[src/rtl/ff_array_port_if.sv]
// rtl/ff_array_port_if.sv - request/response bundle between an array client and ff_array_port_ctrl
//
// Purpose: carries the write-request, read-request and read-response handshakes.
// Modports:
//   master - client side: drives requests and rsp_ready; sees ready flags and responses.
//   slave  - controller side: the opposite directions.
// Signals:
//   wr_valid/wr_ready/wr_addr/wr_data  write request
//   rd_valid/rd_ready/rd_addr          read request
//   rsp_valid/rsp_ready/rsp_data       in-order read response
interface ff_array_port_if #(
    parameter int S_INDEX = 4,
    parameter int WIDTH   = 32
) ();
    logic               wr_valid;
    logic               wr_ready;
    logic [S_INDEX-1:0] wr_addr;
    logic [WIDTH-1:0]   wr_data;
    logic               rd_valid;
    logic               rd_ready;
    logic [S_INDEX-1:0] rd_addr;
    logic               rsp_valid;
    logic               rsp_ready;
    logic [WIDTH-1:0]   rsp_data;

    modport master (
        output wr_valid, wr_addr, wr_data, rd_valid, rd_addr, rsp_ready,
        input  wr_ready, rd_ready, rsp_valid, rsp_data
    );

    modport slave (
        input  wr_valid, wr_addr, wr_data, rd_valid, rd_addr, rsp_ready,
        output wr_ready, rd_ready, rsp_valid, rsp_data
    );
endinterface

[src/rtl/ff_array_port_ctrl.sv]
// rtl/ff_array_port_ctrl.sv - initiator-side controller for the flop-based dual-address array
//
// Purpose: accepts independent read/write requests, drives the array's write port
// (addr0/din0, latched by the array) and read address (addr1, latched by the array),
// and returns read data in order through a 2-entry response buffer. A read and a
// write to the same address in the same cycle return the newly written data.
// Ports:
//   clk, rst         single clock, synchronous active-high reset
//   port (slave)     write request, read request, read response handshakes
//   arr_csb0         array chip select, active low
//   arr_web0         array write enable, active low
//   arr_addr0        array write address
//   arr_addr1        array read address
//   arr_din0         array write data
//   arr_dout0        array read data (combinational from the latched addr1)
//   perf_*_cnt       saturating counters of accepted reads, writes and forwarded reads,
//                    present only when FF_ARRAY_CTRL_PERF_EN is defined
module ff_array_port_ctrl #(
    parameter int S_INDEX = 4,
    parameter int WIDTH   = 32
) (
    input  logic               clk,
    input  logic               rst,
    ff_array_port_if.slave     port,
    output logic               arr_csb0,
    output logic               arr_web0,
    output logic [S_INDEX-1:0] arr_addr0,
    output logic [S_INDEX-1:0] arr_addr1,
    output logic [WIDTH-1:0]   arr_din0,
    input  logic [WIDTH-1:0]   arr_dout0
`ifdef FF_ARRAY_CTRL_PERF_EN
    ,
    output logic [31:0]        perf_rd_cnt,
    output logic [31:0]        perf_wr_cnt,
    output logic [31:0]        perf_fwd_cnt
`endif
);

    // Handshake events
    logic wr_fire;
    logic rd_fire;
    logic pop;
    logic push;

    // Issue stage: a read whose address the array latched at the last edge
    logic             s1_valid_q, s1_valid_d;
    logic             fwd_q, fwd_d;
    logic [WIDTH-1:0] fwd_data_q, fwd_data_d;

    // Previous cycle carried a write; the array keeps web0 latched low until it
    // sees a selected cycle with web0=1
    logic prev_wr_q, prev_wr_d;

    // Response buffer
    logic [WIDTH-1:0] buf_q [2];
    logic             wr_ptr_q, wr_ptr_d;
    logic             rd_ptr_q, rd_ptr_d;
    logic [1:0]       count_q, count_d;
    logic [1:0]       occ;
    logic [WIDTH-1:0] capture_data;

    assign pop  = port.rsp_valid && port.rsp_ready;
    assign push = s1_valid_q;

    // A read in flight still needs a buffer slot, so it counts against credit
    assign occ = count_q + {1'b0, s1_valid_q};

    assign port.wr_ready  = !rst;
    assign port.rd_ready  = !rst && ((occ < 2'd2) || pop);
    assign port.rsp_valid = (count_q != 2'd0);
    assign port.rsp_data  = buf_q[rd_ptr_q];

    assign wr_fire = port.wr_valid && port.wr_ready;
    assign rd_fire = port.rd_valid && port.rd_ready;

    // Array drive. The cycle after a write is kept selected with web0 high so the
    // array's latched write enable is cleared even when no read is issued.
    assign arr_csb0  = rst ? 1'b1 : !(wr_fire || rd_fire || prev_wr_q);
    assign arr_web0  = !wr_fire;
    assign arr_addr0 = port.wr_addr;
    assign arr_din0  = port.wr_data;
    assign arr_addr1 = port.rd_addr;

    // The array returns pre-write data for a same-cycle same-address read, so the
    // write data is carried alongside the read and substituted at capture.
    assign capture_data = fwd_q ? fwd_data_q : arr_dout0;

    always_comb begin
        s1_valid_d = rd_fire;
        fwd_d      = wr_fire && rd_fire && (port.wr_addr == port.rd_addr);
        fwd_data_d = port.wr_data;
        prev_wr_d  = wr_fire;
        wr_ptr_d   = push ? !wr_ptr_q : wr_ptr_q;
        rd_ptr_d   = pop ? !rd_ptr_q : rd_ptr_q;
        count_d    = count_q + {1'b0, push} - {1'b0, pop};
    end

    always_ff @(posedge clk) begin
        if (rst) begin
            s1_valid_q <= 1'b0;
            fwd_q      <= 1'b0;
            prev_wr_q  <= 1'b0;
            wr_ptr_q   <= 1'b0;
            rd_ptr_q   <= 1'b0;
            count_q    <= 2'd0;
        end else begin
            s1_valid_q <= s1_valid_d;
            fwd_q      <= fwd_d;
            prev_wr_q  <= prev_wr_d;
            wr_ptr_q   <= wr_ptr_d;
            rd_ptr_q   <= rd_ptr_d;
            count_q    <= count_d;
        end
    end

    // Data storage needs no reset; validity is tracked by the flags above
    always_ff @(posedge clk) begin
        fwd_data_q <= fwd_data_d;
        if (push && !rst) begin
            buf_q[wr_ptr_q] <= capture_data;
        end
    end

`ifdef FF_ARRAY_CTRL_PERF_EN
    logic [31:0] perf_rd_q, perf_rd_d;
    logic [31:0] perf_wr_q, perf_wr_d;
    logic [31:0] perf_fwd_q, perf_fwd_d;

    function automatic logic [31:0] sat_inc(input logic [31:0] v, input logic en);
        return (en && (v != 32'hFFFF_FFFF)) ? v + 32'd1 : v;
    endfunction

    always_comb begin
        perf_rd_d  = sat_inc(perf_rd_q, rd_fire);
        perf_wr_d  = sat_inc(perf_wr_q, wr_fire);
        perf_fwd_d = sat_inc(perf_fwd_q, fwd_d);
    end

    always_ff @(posedge clk) begin
        if (rst) begin
            perf_rd_q  <= 32'd0;
            perf_wr_q  <= 32'd0;
            perf_fwd_q <= 32'd0;
        end else begin
            perf_rd_q  <= perf_rd_d;
            perf_wr_q  <= perf_wr_d;
            perf_fwd_q <= perf_fwd_d;
        end
    end

    assign perf_rd_cnt  = perf_rd_q;
    assign perf_wr_cnt  = perf_wr_q;
    assign perf_fwd_cnt = perf_fwd_q;
`endif

endmodule

[src/flat_wrapper.sv]
// flat-port wrapper written by rule: the top's interface ports become plain ports
module ff_array_port_ctrl_flat 
#(
    parameter int S_INDEX = 4,
    parameter int WIDTH   = 32
)
  (clk, rst, arr_csb0, arr_web0, arr_addr0, arr_addr1, arr_din0, arr_dout0, port_wr_valid, port_wr_addr, port_wr_data, port_rd_valid, port_rd_addr, port_rsp_ready, port_wr_ready, port_rd_ready, port_rsp_valid, port_rsp_data);
  ff_array_port_if #(.S_INDEX(S_INDEX), .WIDTH(WIDTH)) port_i ();
  input  logic clk;
  input  logic rst;
  output logic arr_csb0;
  output logic arr_web0;
  output logic [S_INDEX-1:0] arr_addr0;
  output logic [S_INDEX-1:0] arr_addr1;
  output logic [WIDTH-1:0] arr_din0;
  input  logic [WIDTH-1:0] arr_dout0;
  input wire logic [$bits(port_i.wr_valid)-1:0] port_wr_valid;
  input wire logic [$bits(port_i.wr_addr)-1:0] port_wr_addr;
  input wire logic [$bits(port_i.wr_data)-1:0] port_wr_data;
  input wire logic [$bits(port_i.rd_valid)-1:0] port_rd_valid;
  input wire logic [$bits(port_i.rd_addr)-1:0] port_rd_addr;
  input wire logic [$bits(port_i.rsp_ready)-1:0] port_rsp_ready;
  output wire logic [$bits(port_i.wr_ready)-1:0] port_wr_ready;
  output wire logic [$bits(port_i.rd_ready)-1:0] port_rd_ready;
  output wire logic [$bits(port_i.rsp_valid)-1:0] port_rsp_valid;
  output wire logic [$bits(port_i.rsp_data)-1:0] port_rsp_data;
  assign port_i.wr_valid = port_wr_valid;
  assign port_i.wr_addr = port_wr_addr;
  assign port_i.wr_data = port_wr_data;
  assign port_i.rd_valid = port_rd_valid;
  assign port_i.rd_addr = port_rd_addr;
  assign port_i.rsp_ready = port_rsp_ready;
  assign port_wr_ready = port_i.wr_ready;
  assign port_rd_ready = port_i.rd_ready;
  assign port_rsp_valid = port_i.rsp_valid;
  assign port_rsp_data = port_i.rsp_data;
  ff_array_port_ctrl #(.S_INDEX(S_INDEX), .WIDTH(WIDTH)) u_core (.clk(clk), .rst(rst), .port(port_i), .arr_csb0(arr_csb0), .arr_web0(arr_web0), .arr_addr0(arr_addr0), .arr_addr1(arr_addr1), .arr_din0(arr_din0), .arr_dout0(arr_dout0));
endmodule
[config.mk]
export PLATFORM = sky130hd
export DESIGN_NAME = ff_array_port_ctrl_flat
export DESIGN_NICKNAME = d
export VERILOG_FILES = /design/src/rtl/ff_array_port_if.sv /design/src/rtl/ff_array_port_ctrl.sv /design/src/flat_wrapper.sv
export SDC_FILE = /design/constraint.sdc
export NUM_CORES = 1
export LEC_CHECK = 0
export ABC_AREA = 1
export CORE_UTILIZATION = 45
export CTS_CLUSTER_SIZE = 30
export DETAILED_ROUTE_END_ITERATION = 8
export PLACE_DENSITY = 0.9
export SLEW_MARGIN = 20
export SYNTH_ARGS = -nofsm -noshare
export SYNTH_HDL_FRONTEND = slang
export SYNTH_SLANG_ARGS = --single-unit
[constraint.sdc]
create_clock -name clk -period 4.7 [get_ports clk]
set_clock_uncertainty 0.2 [all_clocks]
set_input_delay 1.175 -clock clk [delete_from_list [all_inputs] [get_ports clk]]
set_output_delay 1.175 -clock clk [all_outputs]
set_load 0.005 [all_outputs]
After elaboration in Yosys (flattened, before gate mapping)
Memories as Yosys holds them, arrays and structs flattened. A register that Yosys moved wholly into a read port is not among the register bits.
Cells that the tools add are included.
{ "op_classes": {"reduce_logical": 16, "magnitude_cmp": 1, "mux": 6, "n_eq_ne": 1, "n_addsub": 2} }
{ "op_table": {"columns": ["op", "n"], "rows": [
  ["$mux 32", 1],
  ["$logic_and 1x1->1", 7],
  ["$logic_not 1->1", 5],
  ["$mux 1", 5],
  ["$eq 4x4->1", 1],
  ["$logic_or 1x1->1", 3],
  ["$add 2x1->2", 1],
  ["$lt 2x2->1 const B", 1],
  ["$reduce_bool 2->1", 1],
  ["$sub 2x1->2", 1]
]} }
{ "totals": {"output_inout_bits": 77, "ram_bits": 64, "ff_bits": 39, "in_bits": 77, "word_cells": 34, "memories": 1} }
{ "mem_list": {"columns": ["name", "words", "width", "rd", "rd_ports_with_merged_regs", "write_ports", "line_no", "text"], "rows": [
  ["u_core.buf_q", 2, 32, 1, 1, 1, "ff_array_port_ctrl.sv:55", "logic [WIDTH-1:0] buf_q [2];"]
]} }

Longest topological paths before layout
{ "depth": {"ltp_word": 9, "depth_mapped": 8} }

Least setup slack after synthesis
OpenSTA, ideal clock, no wires.
{ "synth_path": {"path_type": "input port to flip-flop", "start": "in rst", "end": "mem u_core.buf_q[1][0] (enable)", "path_stages": 2, "setup_time_ns": 0.461, "n_path_buf": 1, "arrival_ns": 3.542, "setup_slack_ns": 0.497, "path_cell_list": "buf_6 -> nor3_1"} }
{ "synth_via": {"elab_chain_len": 4} }
{ "synth_rtl": {"columns": ["item", "line_no", "text"], "rows": [
  ["start, declared", "flat_wrapper.sv:10", "input logic rst;"],
  ["$logic_not 1->1", "ff_array_port_ctrl.sv:119", "if (push && !rst) begin"],
  ["$logic_and 1x1->1", "ff_array_port_ctrl.sv:119", null],
  ["$mux 1", "ff_array_port_ctrl.sv:119", null],
  ["$mux 1 (not written as such)", "ff_array_port_ctrl.sv:120", "buf_q[wr_ptr_q] <= capture_data;"],
  ["end, declared", "ff_array_port_ctrl.sv:55", null]
]} }
Every way passes these cells.

Worst setup path after layout
{ "layout_path": {"start": "in rst", "end": "out arr_csb0"} }
{ "layout_via": {"elab_chain_len": 7} }
{ "layout_rtl": {"columns": ["item", "line_no", "text"], "rows": [
  ["$logic_not 1->1", "ff_array_port_ctrl.sv:68, ff_array_port_ctrl.sv:69", null],
  ["$logic_and 1x1->1", "ff_array_port_ctrl.sv:69", "assign port.rd_ready = !rst && ((occ < 2'd2) || pop);"],
  ["$logic_and 1x1->1", "ff_array_port_ctrl.sv:74", "assign rd_fire = port.rd_valid && port.rd_ready;"],
  ["$logic_or 1x1->1 (2 in a row)", "ff_array_port_ctrl.sv:78", "assign arr_csb0 = rst ? 1'b1 : !(wr_fire || rd_fire || prev_wr_q);"],
  ["$logic_not 1->1", "ff_array_port_ctrl.sv:78", null],
  ["$mux 1 *", "ff_array_port_ctrl.sv:78", null],
  ["end, declared", "flat_wrapper.sv:11", "output logic arr_csb0;"]
]} }
Every way passes the cells marked *; elsewhere a longest branch is shown, timed or not.

==> impl_summary.txt <==
----------------------------------------------------
[Placed design]
  Worst setup slack before clock tree synthesis ... 0.734 ns
  IO buf count ... 153
  GP Congestion ... 0.700
  Dpl cells ... 509
  Half-perimeter wire length after detailed placement ... 5500 µm

[Die]
  Site row count ... 35
  Die W ... 101 µm
  Area of the die ... 10100 µm²
  Effective utilization at floorplan ... 0.470
  Top-level I/O count ... 154
  Std-Cell Core Area ... 9330 µm²
  Die Span Y ... 101 µm

[STA]
  Final critical-path setup slack ... 0.714 ns
  Worst Max-Slew Pin Slew ... 0.915 ns
  Maximum clock frequency ... 251 MHz
  Worst slew margin ... 0.389
  Tmin final ... 3.99 ns
  RSZ-0062 raised after global routing ... no
  Summed negative setup slack over all endpoints ... 0 ns
  Number of failing setup endpoints in the final timing report ... 0
  Final max-slew violation count ... 0
  Endpoints failing hold ... 0
  Crit share post-route ... 0.848

[Setup path]
  Worst Setup Path Type ... in2out
  Highest cell delay on the worst timing path ... 0.49 ns
  Endpoint type of the worst setup path ... output port
  Slowest stage cell, crit path ... clkdlybuf4s50_1
  Crit-path max FO ... 8
  Data arrival time of the critical path ... 2.61 ns
  Total buffers and inverters traversed by the critical path ... 5
  Critical path, cell by cell ... clkdlybuf4s50_1 -> buf_4 -> inv_1 -> nand3_2 -> nand2_1 -> inv_1 -> clkdlybuf4s50_1
  Kind of launch point of the worst setup path ... primary input
  Critical path required time ... 3.32 ns
  Kind of cell adding the most delay to the critical path ... buffers and inverters

[Clock network]
  Total clock sinks ... 104
  Clock tree from TritonCTS ... built
  Count of buffers added by post-CTS timing repair for setup ... 0
  Clock-pin transition on the worst setup and hold timing paths ... 0.09 ns
  CTS root buffer ... clkbuf_8
  Max clock buf depth ... 2
  H-tree depth ... 3
  Hold-fix buffers at CTS ... 0
  CTS-repair resized insts ... 0
  Num CTS Buffers ... 9
  Later-pin clock latency in the skew report ... 0.35 ns

[Finish]
  Number of fill cells in the layout ... 692
  Post-Layout Cell Count ... 525
  Fraction of layout instances using a drive strength above 1 ... 0.222
  Net count, final ... 470
  Relative area change from synthesis to final layout ... 33.5%
  Antenna Diode Count ... 0
  Combined flip-flop and latch cell area ... 2730 µm²
  Total area of multi-input combinational cells ... 1150 µm²

[Pwr]
  Max IR drop VDD ... 0.170 mV
  Standby leakage power ... 2.22 nW
  Cell Pwr Density ... 365 nW/µm²

[Synthesis]
  Yosys warning total ... 0
  Average size of a mapped cell ... 16.1 µm²
  Post-synth net total ... 352
  Number of distinct standard cells referenced by the synthesized netlist ... 19
  Portion of the post-synthesis area used by sequential elements ... 0.621
  Post-Synthesis Cell Area ... 4390 µm²
  Number of register bits inferred by synthesis ... 104
  Post-Synthesis Cells ... 273

[Detailed routing]
  Wirelength, routed ... 7560 µm
  Length of the first detailed-routing pass in iterations ... 4
  Antenna Violating Nets Remaining ... 0
  Total DRC errors in the routed layout ... 0
  Post-detailed-route wirelength per cell ... 14.4 µm
  Number of DRC violations after detailed-routing iteration 0 ... 56
  DR vias/cell ... 4.49
  Vias ... 2356

[Run status]
  Run status ... complete, no violations

[Run]
  # Max-Cap Violations ... 0

[GRT]
  Antenna violations before repair ... 0
  Overall overflow remaining after global route ... 0
  Maximum number of pins on one net before global-route repair ... 33
  Total global routing track utilization ... 0.154
  Number of global-route vias before repair ... 2512
  First-pass GRT wire length ... 11700 µm

[Min path]
  Class of the tightest hold or removal check ... reg2reg

----------------------------------------------------
==> metrics by stage <==
stage                     hold slack, ns  utilization  cell area, µm²  total power, mW
after global routing               0.306        0.628            5860             2.25
final                              0.281        0.628            5860             2.14
after floorplan                    0.241            -            4390             1.40
after detailed placement           0.263        0.607            5660             1.63
after global placement             0.252        0.607            5660             1.62
after CTS                          0.279        0.627            5850             2.16
==> metal layers <==
metal | up-vias | routed length, µm | GRT usage | part of all wire
met5 | - | 0 | 0 | 0
met1 | 1101 | 2980 | 0.163 | 0.39
li1 | 1143 | - | - | -
met2 | 104 | 3980 | 0.295 | 0.53
met4 | 0 | 57 | 0.0412 | 0.0075
met3 | 8 | 553 | 0.0458 | 0.073
==> synth_stat cells (all sizes together) <==
library cell / n / area share
dfxtp: 40 / 0.18
inv: 18 / 0.015
a21oi: 4 / 0.0046
edfxtp: 64 / 0.44
buf: 49 / 0.10
nor2: 8 / 0.0086
nand3: 2 / 0.0034
ha: 2 / 0.0057
nand2: 17 / 0.015
xnor2: 2 / 0.0040
o21ai: 2 / 0.0023
mux2: 64 / 0.22
nor3: 1 / 0.0011
==> sequential cells by signal, summed over array words and instances, names as in the netlist, named ones only <==
| register | count |
|---|---|
| u_core.rd_ptr_q | 1 |
| u_core.push | 1 |
| u_core.fwd_data_q | 32 |
| u_core.count_q | 2 |
| u_core.buf_q | 64 |
| u_core.fwd_q | 1 |
| u_core.prev_wr_q | 1 |
| u_core.wr_ptr_q | 1 |
==> logic make-up after synthesis <==
group | Yosys count | synth area share
DFF | 104 | 0.621
buffers and inverters | 67 | 0.119
muxes | 64 | 0.216
xor gates and xnor gates | 2 | 0.00399
and+or+nand+nor | 28 | 0.0282
adders and majority gates | 2 | 0.00570
AOI/OAI and AO/OA | 6 | 0.00685
==> cell usage in the layout (no fill, tap or decap) <==
cell / instances
nand2_2: 1
nor2_1: 6
nor3_2: 1
clkinv_4: 1
xnor2_1: 2
dfxtp_2: 1
o21ai_0: 2
nand3_1: 1
nand3_2: 1
buf_4: 3
clkinvlp_4: 2
bufinv_16: 1
clkbuf_1: 2
inv_1: 18
edfxtp_1: 64
mux2_2: 4
nor2_4: 2
clkbuf_8: 9
mux2_4: 60
dfxtp_1: 38
ha_1: 2
dfxtp_4: 1
a21oi_1: 4
clkinv_2: 1
clkdlybuf4s50_1: 153
nand2_1: 16
==> report_power, final <==
part / switching [mW] / internal (mW) / total, mW
Clock: 0.285 / 0.247 / 0.532
Sequential: 0.0584 / 1.03 / 1.09
Combinational: 0.156 / 0.363 / 0.519
Total: 0.500 / 1.64 / 2.14
==> area by class of cell <==
class	count	area share
tap	129	0.0276
clock buffer	11	0.0224
multi-input combinational	102	0.197
sequential	104	0.466
clock inverter	5	0.0100
timing repair buffer	156	0.265
inverter	18	0.0115
==> path summary, 6_finish.rpt <==
path	slack, ns	startpoint	depth (start not counted)	endpoint
setup / recovery	0.71	rst	7	arr_csb0
hold / removal	0.28	u_core.rd_ptr_q	2	register
hold reg to reg	0.28	u_core.rd_ptr_q	2	register
setup reg to reg	2.86	u_core.wr_ptr_q	3	u_core.buf_q[0][19]
==> tightest hold or removal path, stage by stage, from the launching register on <==
cell and delay (ns):
dfxtp_1 0.31, inv_1 0.08, a21oi_1 0.06
Note: power is estimated with default switching activity, not from simulation.
